$ cat src/rtl/link_buffer.sv
// link_buffer: flit FIFO for one NoC link, sitting just upstream of a switch input.
// The head flit is released cut-through (any flit stored) or store-and-forward (whole packet stored).
module link_buffer #(
    parameter int DATA_SIZE   = 8,
    parameter int ADDR_SIZE   = 2,
    parameter int MEM_LOG2    = 2,
    parameter int PACKET_MODE = 0,
    localparam int BUS_SIZE   = ADDR_SIZE + DATA_SIZE + 1
) (
    input  logic                clk,
    input  logic                a_rst,
    input  logic [BUS_SIZE-1:0] data_i,
    input  logic                in_w,
    output logic                out_r,
    output logic [BUS_SIZE-1:0] data_o,
    output logic                out_w,
    input  logic                in_r,
    output logic [MEM_LOG2:0]   count,
    output logic [MEM_LOG2:0]   pkts
);

    localparam int DEPTH = 2 ** MEM_LOG2;
    localparam logic [MEM_LOG2:0] FULL = (MEM_LOG2 + 1)'(DEPTH);
    localparam logic [MEM_LOG2:0] ZERO = '0;
    localparam logic [MEM_LOG2:0] ONE  = (MEM_LOG2 + 1)'(1);
    localparam logic [MEM_LOG2-1:0] PTR_ONE = (MEM_LOG2)'(1);

    logic [BUS_SIZE-1:0] r_mem [DEPTH];
    logic [MEM_LOG2-1:0] r_wr_ptr;
    logic [MEM_LOG2-1:0] r_rd_ptr;
    logic [MEM_LOG2:0]   r_count;
    logic [MEM_LOG2:0]   r_pkts;
    logic                r_alive;

    logic                w_wr;
    logic                w_rd;
    logic                w_in_last;
    logic                w_out_last;
    logic                w_has_flit;
    logic                w_release;
    logic [BUS_SIZE-1:0] w_head;
    logic [MEM_LOG2:0]   w_count_nxt;
    logic [MEM_LOG2:0]   w_pkts_nxt;

    assign w_head     = r_mem[r_rd_ptr];
    assign w_has_flit = (r_count != ZERO);
    assign w_in_last  = data_i[BUS_SIZE-1];
    assign w_out_last = w_head[BUS_SIZE-1];

    // Store-and-forward holds the head back until some packet is complete.
    generate
        if (PACKET_MODE != 0) begin : g_saf
            assign w_release = (r_pkts != ZERO);
        end else begin : g_ct
            assign w_release = w_has_flit;
        end
    endgenerate

    // r_alive keeps the link closed until the first edge after reset.
    assign out_r  = r_alive & (r_count != FULL);
    assign out_w  = w_release;
    assign data_o = w_has_flit ? w_head : '0;
    assign count  = r_count;
    assign pkts   = r_pkts;

    assign w_wr = in_w & out_r;
    assign w_rd = out_w & in_r;

    always_comb begin
        w_count_nxt = r_count;
        unique case ({w_wr, w_rd})
            2'b10:   w_count_nxt = r_count + ONE;
            2'b01:   w_count_nxt = r_count - ONE;
            default: w_count_nxt = r_count;
        endcase
    end

    always_comb begin
        w_pkts_nxt = r_pkts;
        unique case ({w_wr & w_in_last, w_rd & w_out_last})
            2'b10:   w_pkts_nxt = r_pkts + ONE;
            2'b01:   w_pkts_nxt = r_pkts - ONE;
            default: w_pkts_nxt = r_pkts;
        endcase
    end

    always_ff @(posedge clk or posedge a_rst) begin
        if (a_rst) begin
            r_alive  <= 1'b0;
            r_wr_ptr <= '0;
            r_rd_ptr <= '0;
            r_count  <= '0;
            r_pkts   <= '0;
        end else begin
            r_alive <= 1'b1;
            r_count <= w_count_nxt;
            r_pkts  <= w_pkts_nxt;
            if (w_wr) r_wr_ptr <= r_wr_ptr + PTR_ONE;
            if (w_rd) r_rd_ptr <= r_rd_ptr + PTR_ONE;
        end
    end

    // Storage is deliberately left out of reset; count gates what is visible.
    always_ff @(posedge clk) begin
        if (w_wr) r_mem[r_wr_ptr] <= data_i;
    end

endmodule
$ cat config.mk
export PLATFORM = sky130hd
export DESIGN_NAME = link_buffer
export DESIGN_NICKNAME = d
export VERILOG_FILES = /design/src/rtl/link_buffer.sv
export SDC_FILE = /design/constraint.sdc
export NUM_CORES = 1
export LEC_CHECK = 0
export BUFFER_PORTS_ARGS = -buffer_cell sky130_fd_sc_hd__buf_2
export CORE_MARGIN = 10
export CORE_UTILIZATION = 60
export DETAILED_ROUTE_END_ITERATION = 10
export PLACE_DENSITY = 0.81
export SYNTH_ARGS = -nofsm -noshare
export SYNTH_HDL_FRONTEND = slang
export SYNTH_SLANG_ARGS = --single-unit
$ cat constraint.sdc
create_clock -name clk -period 4.8 [get_ports clk]
set_clock_uncertainty 0.15 [all_clocks]
set_input_delay 0.96 -clock clk [delete_from_list [all_inputs] [get_ports clk]]
set_output_delay 0.96 -clock clk [all_outputs]
set_load 0.005 [all_outputs]
==> metrics.md <==
| Metric | Value |
|---|---|
| Mux share of post-synthesis cell area | 12.6% |
| 1st-pass router iterations | 4 |
| Post-Route Setup TNS | 0 ns |
| Adder-cell share of the synthesized area | 5.02% |
| Global-route congestion overflow total | 0 |
| Width of the die | 81.8 um |
| Crit path DAT | 2.14 ns |
| PwrDens | 554 nW/um^2 |
| Most common library cells after synthesis | sky130_fd_sc_hd__edfxtp_1 (44), sky130_fd_sc_hd__and2_1 (16), sky130_fd_sc_hd__dfrtp_1 (11) |
| Compound-cell area share of the yosys netlist | 0.709% |
| Critical-path maximum fanout | 13 |
| Worst min path class | reg -> reg |
| Count of state elements after synthesis | 55 |
| Cell area after layout | 2600 sq um |
| RSZ-0062 raised after global routing | no |
| Clock Path Buffers | 2 |
| Floorplan die area | 6700 sq um |
| Simple-gate share of the synthesized area | 5.94% |
| Sequential cell area | 1600 sq um |
| Parity-gate share of the synthesized area counting xor and xnor cells | 3.44% |
| Combinational family with the most area after synthesis | multiplexers |
| Insertion delay of the later-clocked pin in the worst-skew pair | 0.30 ns |
| Share of final-layout standard cells stronger than drive strength 1 | 31.1% |
| Status | complete, no violations |
| Area of the mapped netlist | 2290 sq um |
| Post-placement cell area | 2500 sq um |
| N_diodes | 0 |
| Final hold violation count | 0 |
| CTS clk-pin slew, worst paths | 0.10 ns |
| Crit. Startpoint | r_rd_ptr[0] |
| Area growth, synth to finish | 13.2% |
| Effective utilization at floorplan | 62.2% |
| Worst ir drop on vdd | 0.307 mV |
| Fraction of post-synthesis cell area in the top cell type by area | 57.6% |
| Fin crit share | 67.7% |
| H-Tree Depth | 2 |
| Async set-or-reset flop fraction in the synthesized netlist | 20.0% |
| Root cell of the clock tree | sky130_fd_sc_hd__clkbuf_8 |
| Largest area contributor in the netlist | sky130_fd_sc_hd__edfxtp_1 |
| Finish-stage setup viols | 0 |
| Final GP Congestion | 0.691 |
| Number of cells upsized or downsized after cts | 0 |
| Total number of nets in the final design | 186 |
| Share of synthesized area occupied by flip-flops and latches | 69.6% |
| Post-CTS setup buffer count | 0 |
| Die height | 81.8 um |
| Residual DRC | 0 |
| Antenna violations before repair | 0 |
| Leak pwr | 1.01 nW |
| Most common cell in the netlist | sky130_fd_sc_hd__edfxtp_1 |
| Pin count of the biggest net entering global routing | 18 |
| Number of clock sinks | 55 |
| Clock tree from TritonCTS | built |
| Actual transition at the worst max-transition pin | 0.736 ns |
| Launching point of the worst reg2reg path | r_rd_ptr[0] |
| Slew headroom | 50.9% |
| Count of fill cells added during filler insertion | 256 |
| Number of global-route vias before repair | 1214 |
| Synthesized area divided by synthesized cell count | 18.2 sq um |
| Required time of the critical path | 3.69 ns |
| Final Critical Period | 3.25 ns |
| Start point of the worst hold path | pkts[2] |
| Global-route usage over all layers | 13.1% |
| Total power draw | 0.00144 W |
| Core Rows | 22 |
| Via-to-Cell Ratio | 5.50 |
| Crit path capture type | output port |
| Crit Path Class | reg -> out |
| Ports placed on the boundary | 34 |
| Fmax | 0.308 GHz |
| Synth cell types | 23 |
| # Max-Cap Violations | 0 |
| Global-route wire length before repair | 6420 um |
| Area of the multi-input gates | 641 sq um |
| Placed wire-length estimate | 2790 um |
| Number of instances in the synthesized netlist | 126 |
| Drt initial violations | 105 |
| Quantity of I/O buffers inserted on ports | 33 |
| Max-slew violation total from the final report | 0 |
| Warnings from Yosys | 0 |
| Clock buffer count from CTS | 5 |
| Vias | 1166 |
| Most area-consuming cells after synthesis | sky130_fd_sc_hd__edfxtp_1 (58%), sky130_fd_sc_hd__dfrtp_1 (12%), sky130_fd_sc_hd__mux4_2 (7.9%) |
| Total Routed Length | 4080 um |
| Count of hold-fix buffers inserted at cts | 0 |
| EDFF count, synth | 44 |
| Primary flip-flop cell chosen by synthesis mapping | sky130_fd_sc_hd__edfxtp_1 |
| Syn Nets | 149 |
| Area of the core | 3690 sq um |
| Startpoint type of the worst setup path | flop |
| Per-cell routed wire length | 19.3 um |
| Remaining antenna violation count after routing | 0 |
[final cells by class]
class,instances,area share (%)
flip-flops and latches,55,61.4
multi-input cells,58,24.7
clock inverters,2,0.626
repair buffers,33,6.36
inverters,10,1.44
clock buffers,6,3.18
well taps,48,2.31
[worst max-delay path, cell delays in order (launching register included)]
cell and delay (ns):
sky130_fd_sc_hd__dfrtp_1 0.83, sky130_fd_sc_hd__mux4_1 0.71, sky130_fd_sc_hd__and2_1 0.18, sky130_fd_sc_hd__buf_2 0.12
[flip-flops by register name, indices dropped and copies added (netlist names)]
register / count
r_alive: 1
r_mem: 44
pkts: 3
count: 3
r_rd_ptr: 2
r_wr_ptr: 2
[cells by family (layout without fill, tap and decap cells)]
logic type,Yosys count,after routing
compound gates,2,2
buf+inv,13,51
flops,55,55
simple gates,24,24
xor+xnor,9,9
other cells,1,1
mux,14,14
fa+ha+maj,8,8
[routing by layer]
metal / part of all wire, % / track usage (%)
met1: 39 / 15.0
met2: 54 / 22.3
met3: 5.7 / 4.04
met4: 1.3 / 5.78
met5: 0 / 0
[metrics by stage]
step / setup slack [ns] / std cells / hold slack (ns) / utilization [%]
final: 1.55 / 212 / 0.318 / 70.5
after global routing: 1.43 / 212 / 0.330 / 70.5
after CTS: 1.51 / 212 / 0.320 / 70.5
after detailed placement: 1.88 / 204 / 0.302 / 67.8
after global placement: 1.93 / 204 / 0.302 / 67.8
after floorplan: 2.45 / 126 / 0.315 / -
[layout by cell type (no fill, tap or decap), types with 3 or more instances in the layout]
cell                       netlist  final
sky130_fd_sc_hd__dfrtp_1        11     11
sky130_fd_sc_hd__xnor2_1         4      4
sky130_fd_sc_hd__nor2_1          3      3
sky130_fd_sc_hd__edfxtp_1       44     44
sky130_fd_sc_hd__ha_1            6      6
sky130_fd_sc_hd__buf_2           1     33
sky130_fd_sc_hd__xor2_1          5      5
sky130_fd_sc_hd__and2_1         16     16
sky130_fd_sc_hd__mux4_1          3      3
sky130_fd_sc_hd__mux4_2          8      8
sky130_fd_sc_hd__inv_1          10     10
sky130_fd_sc_hd__clkbuf_8        0      6
[power breakdown]
| group | switching, W | internal (W) | total, W |
|---|---|---|---|
| registers | 0.0000926 | 0.000604 | 0.000697 |
| clock network | 0.000146 | 0.000118 | 0.000264 |
| logic | 0.000211 | 0.000268 | 0.000479 |
| total | 0.000450 | 0.000991 | 0.00144 |
[path summary, 6_finish.rpt]
check,end,slack [ns],cells after the start
setup / recovery,data_o[10],1.55,3
hold / removal,pkts[2],0.32,1
setup reg to reg,pkts[2],1.95,8
hold reg to reg,pkts[2],0.32,1
max in group asynchronous,r_rd_ptr[0],3.67,2
min in group asynchronous,r_rd_ptr[1],0.50,2
Power figures use the tool's default switching activity.
